**src/rtl/linked_list_pkg.sv**
```systemverilog
// Shared types and widths for the linked-list hash table.
// Free-pointer pool state lives here with the table address width.
package linked_list_pkg;

   localparam int TABLE_ADDR_WIDTH = 4;

   typedef enum logic {
      INIT_S,
      RUN_S
   } pool_state_t;

endpackage

```
**src/rtl/free_ptr_pool.sv**
```systemverilog
// Free data-table address pool: self-fills with 0..DEPTH-1 after reset,
// then runs as a show-ahead FIFO of pointers released by the delete engine.
import linked_list_pkg::*;

module free_ptr_pool #(
   parameter int A_WIDTH = TABLE_ADDR_WIDTH
) (
   input  logic               clk_i,
   input  logic               rst_i,
   input  logic [A_WIDTH-1:0] add_empty_ptr_i,
   input  logic               add_empty_ptr_en_i,
   output logic [A_WIDTH-1:0] empty_ptr_o,
   output logic               empty_ptr_val_o,
   input  logic               empty_ptr_rd_ack_i,
   output logic               init_done_o,
   output logic [A_WIDTH:0]   free_cnt_o,
   output logic               overflow_o,
   output logic               underflow_o
);

   localparam int               DEPTH = 2**A_WIDTH;
   localparam logic [A_WIDTH:0] FULL  = (A_WIDTH+1)'(DEPTH);
   localparam logic [A_WIDTH-1:0] LAST = '1;

   pool_state_t        state_q, state_d;
   logic [A_WIDTH-1:0] init_cnt_q, init_cnt_d;
   logic [A_WIDTH-1:0] wr_ptr_q, wr_ptr_d;
   logic [A_WIDTH-1:0] rd_ptr_q, rd_ptr_d;
   logic [A_WIDTH:0]   cnt_q, cnt_d;
   logic               ovf_q, ovf_d;
   logic               udf_q, udf_d;

   logic               we;
   logic [A_WIDTH-1:0] wdata;
   logic               push;
   logic               pop;

   // Distributed RAM: async read, no reset on contents
   logic [A_WIDTH-1:0] mem [DEPTH];

   assign empty_ptr_o     = mem[rd_ptr_q];
   assign empty_ptr_val_o = (state_q == RUN_S) && (cnt_q != '0);
   assign init_done_o     = (state_q == RUN_S);
   assign free_cnt_o      = cnt_q;
   assign overflow_o      = ovf_q;
   assign underflow_o     = udf_q;

   always_comb begin
      state_d    = state_q;
      init_cnt_d = init_cnt_q;
      wr_ptr_d   = wr_ptr_q;
      rd_ptr_d   = rd_ptr_q;
      cnt_d      = cnt_q;
      ovf_d      = ovf_q;
      udf_d      = udf_q;
      we         = 1'b0;
      wdata      = add_empty_ptr_i;
      push       = 1'b0;
      pop        = 1'b0;
      unique case (state_q)
         INIT_S: begin
            we         = 1'b1;
            wdata      = init_cnt_q;
            wr_ptr_d   = wr_ptr_q + 1'b1;
            init_cnt_d = init_cnt_q + 1'b1;
            cnt_d      = cnt_q + 1'b1;
            if (add_empty_ptr_en_i) ovf_d = 1'b1;
            if (empty_ptr_rd_ack_i) udf_d = 1'b1;
            if (init_cnt_q == LAST) state_d = RUN_S;
         end
         RUN_S: begin
            push = add_empty_ptr_en_i && (cnt_q != FULL);
            pop  = empty_ptr_rd_ack_i && empty_ptr_val_o;
            if (add_empty_ptr_en_i && !push) ovf_d = 1'b1;
            if (empty_ptr_rd_ack_i && !pop)  udf_d = 1'b1;
            we = push;
            if (push) wr_ptr_d = wr_ptr_q + 1'b1;
            if (pop)  rd_ptr_d = rd_ptr_q + 1'b1;
            if (push && !pop) cnt_d = cnt_q + 1'b1;
            if (pop && !push) cnt_d = cnt_q - 1'b1;
         end
         default: state_d = INIT_S;
      endcase
   end

   always_ff @(posedge clk_i or posedge rst_i) begin
      if (rst_i) begin
         state_q    <= INIT_S;
         init_cnt_q <= '0;
         wr_ptr_q   <= '0;
         rd_ptr_q   <= '0;
         cnt_q      <= '0;
         ovf_q      <= 1'b0;
         udf_q      <= 1'b0;
      end else begin
         state_q    <= state_d;
         init_cnt_q <= init_cnt_d;
         wr_ptr_q   <= wr_ptr_d;
         rd_ptr_q   <= rd_ptr_d;
         cnt_q      <= cnt_d;
         ovf_q      <= ovf_d;
         udf_q      <= udf_d;
      end
   end

   always_ff @(posedge clk_i) begin
      if (we) mem[wr_ptr_q] <= wdata;
   end

endmodule

```
**config.mk**
```make
export PLATFORM = sky130hd
export DESIGN_NAME = free_ptr_pool
export DESIGN_NICKNAME = d
export VERILOG_FILES = /design/src/rtl/linked_list_pkg.sv /design/src/rtl/free_ptr_pool.sv
export SDC_FILE = /design/constraint.sdc
export NUM_CORES = 1
export LEC_CHECK = 0
export CORE_MARGIN = 2
export CORE_UTILIZATION = 59
export CTS_BUF_LIST = sky130_fd_sc_hd__clkbuf_16
export CTS_CLUSTER_DIAMETER = 30
export DETAILED_ROUTE_END_ITERATION = 8
export GPL_TIMING_DRIVEN = 0
export HOLD_SLACK_MARGIN = 0.15
export PLACE_DENSITY = 0.82
export SETUP_SLACK_MARGIN = 0.2
export SLEW_MARGIN = 20
export SYNTH_ARGS = -nofsm -noshare
export SYNTH_HDL_FRONTEND = slang
export SYNTH_SLANG_ARGS = --single-unit
```
**constraint.sdc**
```tcl
create_clock -name clk_i -period 2.86 [get_ports clk_i]
set_clock_uncertainty 0.2 [all_clocks]
set_input_delay 0.572 -clock clk_i [delete_from_list [all_inputs] [get_ports clk_i]]
set_output_delay 0.572 -clock clk_i [all_outputs]
set_load 0.03 [all_outputs]
```
==> out/summary.txt <==
Status -> complete, no violations
Most common cell after layout, fill and taps aside -> edfxtp_1
Synthesized cell area -> 3605 um2
Longest Clk Path Bufs -> 2
Worst hold slack -> 0.2595 ns
Busiest layer in global routing -> met2
Post-synth ARST share -> 23.81%
Residual DRC count -> 0
DR WL/cell -> 19.22 um
Post-synth EDFFs -> 64
Gate Count Post-Synth -> 236
I/O Pins -> 21
Flop-to-flop setup slack -> 0.45 ns
Final Critical Period -> 2.754 ns
Hold_sp -> overflow_o
First-pass GRT wire length -> 10.50 mm
CTS tree -> done
Antenna violations before repair -> 0
DR vias -> 2,040
Die Area -> 6751 um2
FILL cells -> 368
CP dominant cell by count -> buf_6
Critical path's slowest cell -> mux4_2
Post-Layout Cell Count -> 352
PwrDens -> 1042 nW/um2
Final Max Slew Viols -> 0
Syn Area/Cell -> 15.27 um2
Pleak -> 1.599 nW
Number of synthesized register bits -> 84
Synth area leader -> edfxtp_1
Count of different cell masters after synthesis -> 37
Startpoint type of the worst setup path -> flip-flop
Yosys warns -> 0
Syn-to-layout area delta -> 21.17%
Worst VDD drop -> 599.2 uV
Max Cap Viol -> 0
Final period util -> 96.30%
Crit path launch -> rd_ptr_q[0]
Clock sink count -> 84
Row Count -> 28
Worst-skew pair later-pin latency -> 0.33 ns
Worst setup endpoint -> empty_ptr_o[2]
FF-to-FF Start -> free_cnt_o[0]
Port bufs -> 20
Crit path capture type -> output pin
Commonest cells after routing, fill and taps aside -> edfxtp_1 (64), nand2_1 (20), dfrtp_1 (19)
Slew HR -> 47.61%
Die Wd -> 82.17 um
Routing usage on met1 -> 30.66%
Max stage delay on crit path -> 0.50 ns
Multi-input gate area -> 1219 um2
Critical path class -> flip-flop to output pin
Dominant synthesized flop cell -> edfxtp_1
Met3 usage -> 4.022%
CP cell instances -> buf_6 -> buf_12 -> buf_16 -> mux4_2 -> a22oi_2 -> nand2_1 -> buf_6
Worst EP required -> 2.09 ns
Vias/cell -> 5.795
Fmax -> 363.1 MHz
Drt pass-1 iters -> 4
Least-Margin Pin Slew -> 0.7850 ns
Chip Height -> 82.17 um
Clock slew at reported path FFs -> 0.06 ns
Design Power -> 0.004549 W
CP arrival -> 1.98 ns
Register area -> 2424 um2
Post-synthesis sequential area ratio -> 67.20%
DRT iter0 DRCs -> 143
Routed Antenna Nets -> 0
CP Max Fanout -> 8
Synth area leaders -> edfxtp_1 (53%), dfrtp_1 (14%), mux4_2 (5.0%), mux2i_1 (3.6%), mux2_2 (3.1%)
Synth top area share -> 53.31%
Post-CTS Hold Buffers -> 0
Pre-CTS WS -> -0.3288 ns
GPL Wtd Cong -> 0.8008
# nets final -> 289
Placed Cells -> 331
Core ar. -> 5921 um2
Final hold viol count -> 0
Total track usage -> 22.12%
Final setup margin -> 0.1058 ns
RSZ-0062 raised after global routing -> true
Syn Nets -> 252
Vias in the first global route -> 2,040
Hold WC Path Type -> flip-flop to flip-flop
Global routing usage on met2 -> 34.63%
FF-to-FF End -> mem[3][3]
Initial core utilization -> 60.88%
H-tree depth -> 3
GRT overflow -> 0
Root buf cell -> clkbuf_16
Layout cells sized above 1 -> 27.80%
Reg2reg path depth -> 7
Final HPWL DP -> 4.304 mm
Largest net degree at the start of global routing -> 21
# setup viols final -> 0
Total wire length -> 6.764 mm
Diodes inserted -> 0
CTS buffer count -> 9
## critical path, delay by kind of cell, from the launching register on
family                 cells  cell delay (ns)
buffers and inverters      4             0.56
DFF                        1             0.38
and+or+nand+nor            1             0.09
muxes                      1             0.50
AOI/OAI and AO/OA          1             0.13
## worst min path at each step
stage,to,slack (ns),cells past startpoint
floorplan,init_cnt_q[3],0.26,1
global placement,overflow_o,0.24,1
detailed placement,underflow_o,0.24,1
CTS,overflow_o,0.26,1
global route,overflow_o,0.28,1
finish,overflow_o,0.26,1
## kinds of logic (layout without fill, tap and decap cells)
kind of cell,Yosys count,count (layout),share of synthesized area [%]
flops,84,84,67.20
simple gates,55,55,7.428
mux,31,31,11.73
compound gates,30,30,5.970
buf+inv,16,57,1.978
xor+xnor,12,12,2.916
fa+ha+maj,8,8,2.777
## synthesized netlist by cell type, types with 2 or more instances
cell and count:
mux2_2 10, nand2b_1 3, a22oi_1 4, o21ai_0 10
clkbuf_1 4, edfxtp_1 64, nand3_1 2, mux4_2 8
mux2i_1 13, a21oi_1 4, a21o_1 2, nor2_1 16
buf_1 2, buf_2 3, a221oi_1 4, nand2_1 20
ha_1 8, nor3_1 5, a22oi_2 2, dfrtp_1 20
xnor2_1 11, inv_1 6
## final cells by class
type	instances	area share [%]
plain buffers	10	1.747
clock buffers	9	5.156
clock inverters	6	0.7734
inverters	6	0.5156
multi-input cells	136	27.90
flip-flops and latches	84	55.49
well taps	75	2.148
repair buffers	26	6.273
## per-layer routing
metal | share of wire, % | wire (um)
met1 | 44 | 2968
met2 | 50 | 3368
met3 | 5.0 | 340
met4 | 1.3 | 87
met5 | 0 | 0
## repair_timing
item,CTS,global route
gates cloned,1,0
gates resized for setup,54,19
buffers inserted,5,0
pin swaps,7,6
endpoints found under the setup margin,21,17
endpoints found under the hold margin,0,0
## power by group
group / leakage (nW) / internal (W) / switching [W]
combinational: 0.656 / 0.000870 / 0.00104
clock: 0.128 / 0.000574 / 0.000429
sequential: 0.815 / 0.00151 / 0.000127
total: 1.60 / 0.00295 / 0.00160
## state kept, by name, indices dropped and copies added (netlist names)
name / flops
wr_ptr_q: 4
rd_ptr_q: 4
init_cnt_q: 4
mem: 64
overflow_o: 1
underflow_o: 1
init_done_o: 1
free_cnt_o: 5
## stage by stage
stage / TNS (ns) / cell area (um2) / utilization (%)
finish: 0 / 4368 / 73.77
global route: 0 / 4368 / 73.77
CTS: 0 / 4304 / 72.70
detailed placement: -1.293 / 3899 / 65.85
global placement: -1.067 / 3899 / 65.85
floorplan: 0 / 3605 / -
(Power assumes the default switching activity.)
